--- config.mk ---
export PLATFORM = sky130hd
export DESIGN_NAME = calc_entry_sequencer
export DESIGN_NICKNAME = d
export VERILOG_FILES = /design/src/rtl/calc_entry_sequencer.sv
export SDC_FILE = /design/constraint.sdc
export NUM_CORES = 1
export LEC_CHECK = 0
export CAP_MARGIN = 20
export CORE_MARGIN = 8
export CORE_UTILIZATION = 50
export DETAILED_ROUTE_END_ITERATION = 8
export PLACE_DENSITY = 0.74
export REMOVE_ABC_BUFFERS = 1
export SETUP_SLACK_MARGIN = 0.5
export SYNTH_ARGS = -nofsm -noshare
export SYNTH_HDL_FRONTEND = slang
export SYNTH_SLANG_ARGS = --single-unit
--- constraint.sdc ---
create_clock -name clk -period 3.3 [get_ports clk]
set_clock_uncertainty 0.15 [all_clocks]
set_input_delay 0.66 -clock clk [delete_from_list [all_inputs] [get_ports clk]]
set_output_delay 0.66 -clock clk [all_outputs]
set_load 0.01 [all_outputs]
--- src/rtl/calc_entry_sequencer.sv ---
// calc_entry_sequencer
// Steps the user through the entry of a two-operand 4-bit add/subtract:
// A0 -> op -> A1 -> result. Key inputs are synchronized and debounced.
// Switch inputs are synchronized only. All outputs come straight from flops.
//
// Ports:
//   clk, rst          clock, asynchronous active-high reset
//   sw[3:0], sw_op    operand / op switches (asynchronous)
//   key_next_n        "next" pushbutton, active-low, bouncing
//   key_clr_n         "clear" pushbutton, active-low, bouncing
//   a0, a1, op_sub    operand and op values for HEX5 / HEX3 / HEX4
//   res_mag, res_neg  result magnitude (0..30) and sign
//   result_valid      high only while the result is shown
//   blank_mask[5:0]   bit i = 1 blanks HEXi; the field being edited blinks
//   state_o[1:0]      current state for debug LEDs
module calc_entry_sequencer #(
  parameter int unsigned DEBOUNCE_CYCLES = 500000,
  parameter int unsigned BLINK_DIV       = 12500000
) (
  input  logic       clk,
  input  logic       rst,
  input  logic [3:0] sw,
  input  logic       sw_op,
  input  logic       key_next_n,
  input  logic       key_clr_n,
  output logic [3:0] a0,
  output logic [3:0] a1,
  output logic       op_sub,
  output logic [4:0] res_mag,
  output logic       res_neg,
  output logic       result_valid,
  output logic [5:0] blank_mask,
  output logic [1:0] state_o
);

  localparam int unsigned DB_W   = (DEBOUNCE_CYCLES > 1) ? $clog2(DEBOUNCE_CYCLES) : 1;
  localparam int unsigned BL_W   = (BLINK_DIV > 1) ? $clog2(BLINK_DIV) : 1;
  localparam int unsigned K_NEXT = 0;
  localparam int unsigned K_CLR  = 1;

  typedef enum logic [1:0] {
    ENTER_A0    = 2'd0,
    ENTER_OP    = 2'd1,
    ENTER_A1    = 2'd2,
    SHOW_RESULT = 2'd3
  } state_t;

  logic [3:0]      r_sw_s1, r_sw_s2;
  logic            r_op_s1, r_op_s2;
  logic [1:0]      r_key_s1, r_key_s2, r_key_lvl, r_key_evt;
  logic [DB_W-1:0] r_db_cnt [2];

  state_t          r_state;
  logic [3:0]      r_a0, r_a1;
  logic            r_op_sub, r_res_neg, r_result_valid;
  logic [4:0]      r_res_mag;
  logic [5:0]      r_blank_mask;
  logic [BL_W-1:0] r_blink_cnt;
  logic            r_blink_phase;

  logic [4:0]      w_sum, w_diff_fwd, w_diff_rev;
  logic            w_a0_ge;

  // Blank pattern for a state: result digits off while editing, active field blinks
  function automatic logic [5:0] f_mask(input state_t s, input logic ph);
    case (s)
      ENTER_A0: f_mask = {ph, 5'b00111};
      ENTER_OP: f_mask = {1'b0, ph, 4'b0111};
      ENTER_A1: f_mask = {2'b00, ph, 3'b111};
      default:  f_mask = 6'b000000;
    endcase
  endfunction

  // Switch synchronizers
  always_ff @(posedge clk or posedge rst) begin
    if (rst) begin
      r_sw_s1 <= 4'd0;
      r_sw_s2 <= 4'd0;
      r_op_s1 <= 1'b0;
      r_op_s2 <= 1'b0;
    end else begin
      r_sw_s1 <= sw;
      r_sw_s2 <= r_sw_s1;
      r_op_s1 <= sw_op;
      r_op_s2 <= r_op_s1;
    end
  end

  // Key synchronizers and debouncers; a press pulse fires when the accepted level falls
  always_ff @(posedge clk or posedge rst) begin
    if (rst) begin
      r_key_s1  <= 2'b11;
      r_key_s2  <= 2'b11;
      r_key_lvl <= 2'b11;
      r_key_evt <= 2'b00;
      for (int k = 0; k < 2; k++) r_db_cnt[k] <= '0;
    end else begin
      r_key_s1 <= {key_clr_n, key_next_n};
      r_key_s2 <= r_key_s1;
      for (int k = 0; k < 2; k++) begin
        r_key_evt[k] <= 1'b0;
        if (r_key_s2[k] == r_key_lvl[k]) begin
          r_db_cnt[k] <= '0;
        end else if (r_db_cnt[k] == DB_W'(DEBOUNCE_CYCLES - 1)) begin
          r_key_lvl[k] <= r_key_s2[k];
          r_db_cnt[k]  <= '0;
          r_key_evt[k] <= ~r_key_s2[k];
        end else begin
          r_db_cnt[k] <= r_db_cnt[k] + DB_W'(1);
        end
      end
    end
  end

  // Result candidates using held a0 and the a1 being latched this cycle
  assign w_sum      = {1'b0, r_a0} + {1'b0, r_sw_s2};
  assign w_diff_fwd = {1'b0, r_a0} - {1'b0, r_sw_s2};
  assign w_diff_rev = {1'b0, r_sw_s2} - {1'b0, r_a0};
  assign w_a0_ge    = (r_a0 >= r_sw_s2);

  // Entry state machine with blink timer; every state change restarts the blink
  always_ff @(posedge clk or posedge rst) begin
    if (rst) begin
      r_state        <= ENTER_A0;
      r_a0           <= 4'd0;
      r_a1           <= 4'd0;
      r_op_sub       <= 1'b0;
      r_res_mag      <= 5'd0;
      r_res_neg      <= 1'b0;
      r_result_valid <= 1'b0;
      r_blank_mask   <= 6'b000111;
      r_blink_cnt    <= '0;
      r_blink_phase  <= 1'b0;
    end else if (r_key_evt[K_CLR]) begin
      r_state        <= ENTER_A0;
      r_a0           <= 4'd0;
      r_a1           <= 4'd0;
      r_op_sub       <= 1'b0;
      r_res_mag      <= 5'd0;
      r_res_neg      <= 1'b0;
      r_result_valid <= 1'b0;
      r_blank_mask   <= f_mask(ENTER_A0, 1'b0);
      r_blink_cnt    <= '0;
      r_blink_phase  <= 1'b0;
    end else if (r_key_evt[K_NEXT]) begin
      r_blink_cnt   <= '0;
      r_blink_phase <= 1'b0;
      case (r_state)
        ENTER_A0: begin
          r_state      <= ENTER_OP;
          r_blank_mask <= f_mask(ENTER_OP, 1'b0);
        end
        ENTER_OP: begin
          r_state      <= ENTER_A1;
          r_blank_mask <= f_mask(ENTER_A1, 1'b0);
        end
        ENTER_A1: begin
          r_a1           <= r_sw_s2;
          r_result_valid <= 1'b1;
          r_state        <= SHOW_RESULT;
          r_blank_mask   <= 6'b000000;
          if (!r_op_sub) begin
            r_res_mag <= w_sum;
            r_res_neg <= 1'b0;
          end else if (w_a0_ge) begin
            r_res_mag <= w_diff_fwd;
            r_res_neg <= 1'b0;
          end else begin
            r_res_mag <= w_diff_rev;
            r_res_neg <= 1'b1;
          end
        end
        SHOW_RESULT: begin
          r_a1           <= 4'd0;
          r_op_sub       <= 1'b0;
          r_res_mag      <= 5'd0;
          r_res_neg      <= 1'b0;
          r_result_valid <= 1'b0;
          r_state        <= ENTER_A0;
          r_blank_mask   <= f_mask(ENTER_A0, 1'b0);
        end
      endcase
    end else begin
      case (r_state)
        ENTER_A0:    r_a0     <= r_sw_s2;
        ENTER_OP:    r_op_sub <= r_op_s2;
        ENTER_A1:    r_a1     <= r_sw_s2;
        SHOW_RESULT: ;
      endcase
      if (r_blink_cnt == BL_W'(BLINK_DIV - 1)) begin
        r_blink_cnt   <= '0;
        r_blink_phase <= ~r_blink_phase;
        r_blank_mask  <= f_mask(r_state, ~r_blink_phase);
      end else begin
        r_blink_cnt <= r_blink_cnt + BL_W'(1);
      end
    end
  end

  assign a0           = r_a0;
  assign a1           = r_a1;
  assign op_sub       = r_op_sub;
  assign res_mag      = r_res_mag;
  assign res_neg      = r_res_neg;
  assign result_valid = r_result_valid;
  assign blank_mask   = r_blank_mask;
  assign state_o      = r_state;

endmodule

==> results of run 1 <==
==> power breakdown <==
group	internal, mW	leakage [nW]	switching [mW]
Clock	0.384	0.103	0.450
Sequential	1.28	1.36	0.0175
Combinational	0.0549	1.08	0.0854
==> flip-flops by register name, indices dropped and copies added (netlist names), 4 cells and up <==
name and flops:
a0 4, a1 4, blank_mask 4, r_blink_cnt 24
r_db_cnt 38, r_sw_s1 4, r_sw_s2 4, res_mag 5
==> cell usage in the layout, fill, tap and decap left out, types with 2 or more instances in the layout <==
cell type        count
nor4_1               6
o31ai_1              3
a22oi_1              2
clkinvlp_4           2
a21o_1               2
or4b_2               2
clkbuf_8            10
nor4b_1              3
and3b_1              3
nor2_1              92
dfstp_2              7
and4_1               3
inv_8                2
nand3_1             28
or2_2                4
o21ai_0              7
nand2_1             29
nor3_1               8
buf_4                4
fa_1                 3
a21oi_1             12
o21bai_1             2
o21a_1               2
xnor2_1             26
dfrtp_1             96
nor2b_1              6
a211oi_1             2
xor2_1              34
nand4_1             17
nand2b_1             3
mux2i_1             13
clkdlybuf4s50_1     32
ha_1                19
mux2_2               2
and3_1               7
inv_1               26
or4b_1               4
==> cell families (layout without fill, tap and decap cells) <==
family,after synthesis,count (layout),synth area share (%)
fa+ha+maj,22,22,5.84
compound gates,40,40,5.10
flops,103,103,50.7
buf+inv,45,80,3.48
mux,15,15,2.99
simple gates,222,222,21.6
xor+xnor,60,60,10.3
==> routing by layer <==
metal | vias up | routed length [um] | global-route usage [%]
li1 | 1768 | - | -
met1 | 1744 | 4480 | 18.9
met2 | 59 | 4910 | 27.5
met3 | 8 | 371 | 3.08
met4 | 0 | 95 | 5.12
met5 | - | 0 | 0
==> cell type report <==
class / instances / area [um^2] / area share [%]
sequential: 103 / 2590 / 44.7
multi-input combinational: 359 / 2340 / 40.5
timing repair buffer: 37 / 370 / 6.40
tap: 136 / 170 / 2.94
clock buffer: 10 / 138 / 2.38
inverter: 27 / 104 / 1.79
clock inverter: 6 / 76.3 / 1.32
==> worst paths after layout <==
check / from / to / slack, ps / cells past startpoint
min reg2reg: r_sw_s1[3] / r_sw_s2[3] / 210 / 0
max in group asynchronous: rst / r_key_s1[0] / 1720 / 3
min: r_sw_s1[3] / r_sw_s2[3] / 210 / 0
min in group asynchronous: rst / r_db_cnt[35] / 540 / 2
max reg2reg: r_blink_cnt[10] / blank_mask[5] / 630 / 5
max: r_blink_cnt[10] / blank_mask[5] / 630 / 5
==> synth_stat cells, types with 3 or more instances <==
library cell   n  area share, %
or2_2          4           0.49
and3b_1        3           0.52
nor2_1        92            6.8
nand2_1       29            2.1
xnor2_1       26            4.5
dfstp_2        7            3.6
o31ai_1        3           0.44
a21oi_1       13            1.3
nor3_1         8           0.78
nor4b_1        3           0.52
inv_1         27            2.0
nor4_1         6           0.74
and3_1         7           0.86
nand2b_1       3           0.37
and4_1         3           0.52
nand3_1       28            2.7
clkbuf_1      14            1.0
mux2i_1       13            2.6
fa_1           3            1.2
ha_1          19            4.7
xor2_1        34            5.8
or4b_1         4           0.78
nand4_1       17            2.1
dfrtp_1       96             47
o21ai_0        7           0.69
nor2b_1        6           0.74
==> worst reg2reg max path: cells and delay by family (launching register included) <==
| family | cells | cell delay [ps] |
|---|---|---|
| AOI/OAI and AO/OA | 1 | 160 |
| and+or+nand+nor | 4 | 1860 |
| DFF | 1 | 430 |
==> metrics by stage <==
step | setup slack [ps] | instance area, um^2 | TNS, ps
after detailed placement | 659 | 5570 | 0
after global placement | 737 | 5570 | 0
after global routing | 523 | 5790 | 0
after CTS | 619 | 5780 | 0
final | 634 | 5790 | 0
after floorplan | -202 | 5020 | -19420
==> what timing repair did <==
action / 4_1_cts / 5_1_grt
setup endpoints to repair: 0 / 1
hold endpoints to repair: 0 / 0
gates resized for setup: 0 / 1
==> results.ini, run 1 <==
[global_route]
grt_pass1_wl_um=17000
grt.total_usage_pct=15.7
grt_overflow=0
grt_antenna_before_repair=0
grt_start_max_net_pins=43
grt_pass1_vias=3694

[pwr]
power_density_nw_per_um2=393
p_leak_nw=2.54
p_total_mw=2.27
irDropWorstVdd_mv=0.273

[timing]
finalCriticalPeriod_ps=2670
hold_viol=0
slew_viol_final=0
tightest_slew_ps=863
setup_viol=0
rsz0062_at_grt=no
hold_slack_ps=210
relSlewSlack_pct=42.0
final.period_utilization_pct=80.8
fmax_ghz=0.375

[clocking]
cts_made_buffers=9
insertion_delay_ps=360
cts.path.max_buffers=2
post_cts_buffers=0
htreeDepth=3
clock_sinks=103
path_clk_slew_ps=100
holdBufCountCts=0
cts_root_buffer=clkbuf_8
cts_tree=yes

[flow_run]
drv_cap=0

[logic_synthesis]
ys_ff_latch=103
synth_edf_count=0
synth_area_um2=5100
yosysSeqAreaShare_pct=50.7
ys_types=50
ys_async_sr_fraction_pct=100
synth_area_per_cell_um2=10.1
ys.flop_type=dfrtp_1
syn_inst=507
ys_warn_count=0

[place]
port_buffers=32
gp_congestion=0.904
dp.cells=662
hpwl_um=7100

[die]
die_area_um2=13700
ios=33
die_w_um=117
die_y_um=117
start_util_pct=50.5
core_um2=10100
placementRows=37

[critical_path]
cp.arrival_ps=2810
crit_type=reg2reg
worstPathRequired_ps=3440
worst-path-buf-inv=0
cp-start-kind=register
cp_cell_sequence=nand3_2 -> or4b_1 -> or4b_1 -> or4b_1 -> a21oi_1
cp_max_fo=10
crit_family=simple AND/OR/NAND/NOR gates
slowest_stage=or4b_1
crit_path_max_incr_delay_ps=690
cp-end-kind=register
worst_path_most_repeated_cell=or4b_1

[detailed_routing]
viasPerCell=5.28
antenna_left=0
drt_iter0_markers=162
wl_um=9860
vias=3579
avgRoutedWirePerCell_um=14.5
drc_errors=0
drt-pass1-iter-count=4

[layout]
postLayoutCoreUtil_pct=57.3
finalNonFillerCells=678
fin_nets=568
fillCellCount=903
drive_above_1_share_pct=7.38
diodes=0
syn_to_final_growth_pct=13.4

[worst_hold_path]
hold_class=reg2reg

[outcome]
status=finished, final reports clean

Power figures use the tool's default switching activity.
==> run 2: changes to the inputs <==
- PLACE_DENSITY: 0.74 -> 0.71
- clock period: 3.3 -> 2.6 ns (I/O delays scaled with it)
==> results.ini, run 2 (synthesis results as in run 1) <==
[die]
start_util_pct=50.5  ; unchanged
ios=33  ; unchanged
core_um2=10100  ; unchanged
die_area_um2=13700  ; unchanged
die_w_um=117  ; unchanged
placementRows=37  ; unchanged
die_y_um=117  ; unchanged

[worst_hold_path]
hold_class=reg2reg

[layout]
mostFrequentLayoutCell=nor2_1
drive_above_1_share_pct=20.2  ; +13 points
syn_to_final_growth_pct=23.8
diodes=0  ; unchanged
fillCellCount=838  ; -7.2%
fin_nets=610  ; +7.4%
finalNonFillerCells=720  ; +6.2%
regMostFlops=r_db_cnt
final_cell_mix=nor2_1, dfrtp_1, buf_4, xor2_1
design_area_um2=6310  ; +9.1%
postLayoutCoreUtil_pct=62.6  ; +5.2 points
largest_reg_flops=38  ; unchanged

[place]
gp_congestion=0.894  ; -1.1%
dp.cells=678  ; +2.4%
port_buffers=32  ; unchanged
hpwl_um=7180  ; +1.1%
place_ws_ps=78.3  ; -581 ps
dpl_cell_area_um2=5700  ; +2.4%

[critical_path]
cp-end-kind=register
cp.arrival_ps=2570  ; -240 ps
cp_max_fo=5  ; -5
crit_path_max_incr_delay_ps=560  ; -130 ps
worst-path-buf-inv=0  ; unchanged
slowest_stage=or4b_4
crit_type=reg2reg
worst_path_most_repeated_cell=or4b_4
crit_family=simple AND/OR/NAND/NOR gates
worstPathRequired_ps=2770  ; -670 ps
cp-start-kind=register
cp_cell_sequence=nand3_2 -> or4b_1 -> or4b_4 -> or4b_4 -> a21oi_2

[global_route]
grt_pass1_wl_um=17900  ; +5.1%
grt_pass1_vias=3736  ; +1.1%
grt_overflow=0  ; unchanged
grt_start_max_net_pins=37  ; -14%
grt.total_usage_pct=16.8  ; +1.2 points
grt_antenna_before_repair=0  ; unchanged

[timing]
hold_slack_ps=208  ; -1.78 ps
fmax_ghz=0.417  ; +11%
slew_viol_final=0  ; unchanged
layout_setup_ws_ps=201  ; -433 ps
fin_setup_tns_ps=0  ; unchanged
setup_viol=0  ; unchanged
finalCriticalPeriod_ps=2400  ; -267 ps
hold_viol=0  ; unchanged
relSlewSlack_pct=50.9  ; +8.9 points
tightest_slew_ps=731  ; -131 ps
rsz0062_at_grt=yes
final.period_utilization_pct=92.3  ; +11 points

[pwr]
p_leak_nw=2.81  ; +11%
power_density_nw_per_um2=454  ; +15%
irDropWorstVdd_mv=0.434  ; +59%
p_total_mw=2.86  ; +26%

[flow_run]
drv_cap=0  ; unchanged

[detailed_routing]
drc_errors=0  ; unchanged
drt_iter0_markers=212  ; +31%
wl_um=10800  ; +9.4%
antenna_left=0  ; unchanged
vias=3803  ; +6.3%
drt-pass1-iter-count=4  ; unchanged
avgRoutedWirePerCell_um=15.0  ; +3.0%
viasPerCell=5.28  ; about the same

[clocking]
holdBufCountCts=0  ; unchanged
cts_root_buffer=clkbuf_8
cts_tree=yes
cts_made_buffers=9  ; unchanged
cts.path.max_buffers=2  ; unchanged
clock_sinks=103  ; unchanged
path_clk_slew_ps=110  ; about the same
htreeDepth=3  ; unchanged
insertion_delay_ps=380  ; +20 ps

[outcome]
status=finished, final reports clean

==> run 2: cell types whose count changed in the layout (fill, tap and decap cells not counted), sizes merged <==
| cell | before | now |
|---|---|---|
| dlymetal6s2s | 0 | 3 |
| bufinv | 1 | 0 |
| clkinvlp | 2 | 3 |
| clkinv | 1 | 3 |
| clkdlybuf4s50 | 32 | 25 |
| inv | 29 | 28 |
| buf | 5 | 46 |
| dlygate4sd2 | 0 | 4 |
==> run 2: repair_timing <==
action / in CTS / in global routing
endpoints found under the setup margin: 40 / 71
resized for setup: 39 / 26
gates cloned: 0 / 1
pin swaps: 18 / 6
buffers inserted: 17 / 8
==> run 2: per-layer routing <==
layer / routed length, um / track usage (%)
met1: 4810 / 21.1
met2: 5290 / 27.5
met3: 457 / 3.90
met4: 221 / 7.00
met5: 0 / 0
==> run 2: path summary, 6_finish.rpt <==
kind,startpoint,to,slack (ps),depth (start not counted)
hold reg to reg,r_sw_s1[3],r_sw_s2[3],210,0
setup reg to reg,r_blink_cnt[11],blank_mask[3],200,5
max in group asynchronous,rst,r_key_s2[0],1330,3
hold / removal,r_sw_s1[3],r_sw_s2[3],210,0
min in group asynchronous,rst,r_blink_cnt[17],350,2
setup / recovery,r_blink_cnt[11],blank_mask[3],200,5
==> run 2: final cells by class <==
cell class | count | area [um^2] | share of cell area [%]
multi-input cells | 359 | 2530 | 40.1
repair buffers | 79 | 726 | 11.5
clock inverters | 7 | 57.6 | 0.911
flip-flops and latches | 103 | 2590 | 41.1
clock buffers | 9 | 124 | 1.96
inverters | 27 | 113 | 1.78
well taps | 136 | 170 | 2.69
==> run 2: power breakdown <==
part | switching (mW) | internal (mW) | total, mW
registers | 0.0179 | 1.63 | 1.64
clock network | 0.592 | 0.360 | 0.951
logic | 0.146 | 0.123 | 0.269
total | 0.756 | 2.11 | 2.86
==> run 3: changes to the inputs <==
- MAX_ROUTING_LAYER: default -> met4
- REMOVE_ABC_BUFFERS: 1 -> default
- SLEW_MARGIN: default -> 20
==> results.ini, run 3 (synthesis results as in run 1) <==
[layout]
diodes=0  ; unchanged
syn_to_final_growth_pct=27.3
final_cell_mix=dfrtp_1, nor2_1, xor2_1, buf_4
mostFrequentLayoutCell=dfrtp_1
fin_nets=603  ; -1.1%
fillCellCount=796  ; -5.0%
largest_reg_flops=38  ; unchanged
drive_above_1_share_pct=23.4  ; +3.2 points
regMostFlops=r_db_cnt

[detailed_routing]
wl_um=11000  ; +2.0%
avgRoutedWirePerCell_um=15.4  ; +3.0%
viasPerCell=5.39  ; +2.1%
antenna_left=0  ; unchanged
drc_errors=0  ; unchanged
vias=3846  ; +1.1%
drt_iter0_markers=154  ; -27%
drt-pass1-iter-count=5  ; +1

[pwr]
p_leak_nw=2.77  ; -1.6%
irDropWorstVdd_mv=0.336  ; -23%
power_density_nw_per_um2=472  ; +4.0%

[critical_path]
crit_type=reg2reg
cp-end-kind=register
worst-path-buf-inv=0  ; unchanged
cp_max_fo=7  ; +2
cp-startpoint=r_blink_cnt[11]
slowest_stage=or4b_4
cp-start-kind=register
r2r_start=r_blink_cnt[11]
worst_path_most_repeated_cell=or4b_4
worstPathRequired_ps=2750  ; -20 ps
cp_cell_sequence=nand3_2 -> or4b_1 -> or4b_4 -> or4b_4 -> a21oi_2
crit_family=simple AND/OR/NAND/NOR gates
cp.arrival_ps=2590  ; +20 ps
crit_path_max_incr_delay_ps=580  ; +20 ps

[clocking]
path_clk_slew_ps=110  ; about the same
cts_tree=yes
htreeDepth=3  ; unchanged
clock_sinks=103  ; unchanged
cts_root_buffer=clkbuf_8
insertion_delay_ps=370  ; about the same
cts_made_buffers=9  ; unchanged
cts.path.max_buffers=2  ; unchanged

[timing]
rsz0062_at_grt=yes
fmax_ghz=0.410  ; -1.6%
setup_viol=0  ; unchanged
fin_setup_tns_ps=0  ; unchanged
relSlewSlack_pct=53.1  ; +2.3 points
slew_viol_final=0  ; unchanged
final.period_utilization_pct=93.8  ; +1.5 points
hold_viol=0  ; unchanged
finalCriticalPeriod_ps=2440  ; +39.4 ps
layout_setup_ws_ps=161  ; -39.4 ps
tightest_slew_ps=698  ; -33.7 ps

[global_route]
grt_start_max_net_pins=54  ; +46%
grt_pass1_wl_um=17200  ; -4.0%
grt.total_usage_pct=16.3  ; -0.54 points
grt_overflow=0  ; unchanged
grt_pass1_vias=3687  ; -1.3%
grt_antenna_before_repair=0  ; unchanged

[place]
hpwl_um=6800  ; -5.2%
gp_congestion=0.878  ; -1.8%
place_ws_ps=42.9  ; -35.4 ps
port_buffers=32  ; unchanged

[outcome]
status=finished, final reports clean

[die]
die_y_um=117  ; unchanged
ios=33  ; unchanged
die_w_um=117  ; unchanged
start_util_pct=50.5  ; unchanged
core_um2=10100  ; unchanged
placementRows=37  ; unchanged
die_area_um2=13700  ; unchanged

[flow_run]
drv_cap=0  ; unchanged

[worst_hold_path]
hp-start=r_key_s1[1]
hold_class=reg2reg

[logic_synthesis]
syn_nets=538

run 3: cell count changes in the layout (fill, tap and decap cells not counted), sizes merged:
cell / change
buf: -9
bufinv: +2
clkbuf: +2
clkdlybuf4s50: +2
clkinvlp: -1
dlygate4sd2: -1
dlymetal6s2s: -1
inv: -1
run 3: cell type report:
class	count	area, um^2	share of cell area, %
Clock buffer	9	124	1.91
Sequential cell	103	2590	39.9
Clock inverter	7	116	1.79
Multi-Input combinational cell	359	2680	41.2
Timing Repair Buffer	72	703	10.8
Tap cell	136	170	2.62
Inverter	27	109	1.68
run 3: worst paths after layout:
| check | cells after the start | slack [ps] | to |
|---|---|---|---|
| max | 5 | 160 | blank_mask[3] |
| min | 0 | 210 | r_key_s2[1] |
| max reg2reg | 5 | 160 | blank_mask[3] |
| min reg2reg | 0 | 210 | r_key_s2[1] |
| max in group asynchronous | 3 | 1330 | r_key_s1[0] |
| min in group asynchronous | 2 | 330 | r_db_cnt[17] |
run 3: what timing repair did:
action	in CTS	in global routing
cloned	0	3
endpoints found under the setup margin	36	73
pin swaps	11	26
buffers inserted	13	13
gates resized for setup	19	64
hold buffers	0	0
run 3: worst reg2reg max path, delay by kind of cell (launching register included):
kind             cells  cell delay [ps]
AO/OA/AOI/OAI        1              140
flip-flops           1              390
AND/OR/NAND/NOR      4             1690
run 3: routing by layer:
layer / track usage (%) / up-vias / wire length [um]
li1: - / 1840 / -
met1: 19.2 / 1910 / 4780
met2: 27.8 / 74 / 5620
met3: 3.44 / 22 / 354
met4: 4.44 / 0 / 242
met5: - / - / 0
run 3: where the power goes:
part / leakage, nW / switching (mW) / internal (mW)
combinational: 1.29 / 0.138 / 0.108
clock: 0.120 / 0.604 / 0.567
sequential: 1.35 / 0.0205 / 1.63
run 3: through the flow:
step	cells	util, %	hold slack [ps]	instance area (um^2)	power, mW
after global routing	713	64.4	200	6500	3.19
after floorplan	507	-	181	5190	1.81
after CTS	697	60.4	207	6090	3.05
after global placement	668	56.4	182	5690	1.86
final	713	64.4	207	6500	3.06
after detailed placement	668	56.4	185	5690	1.87
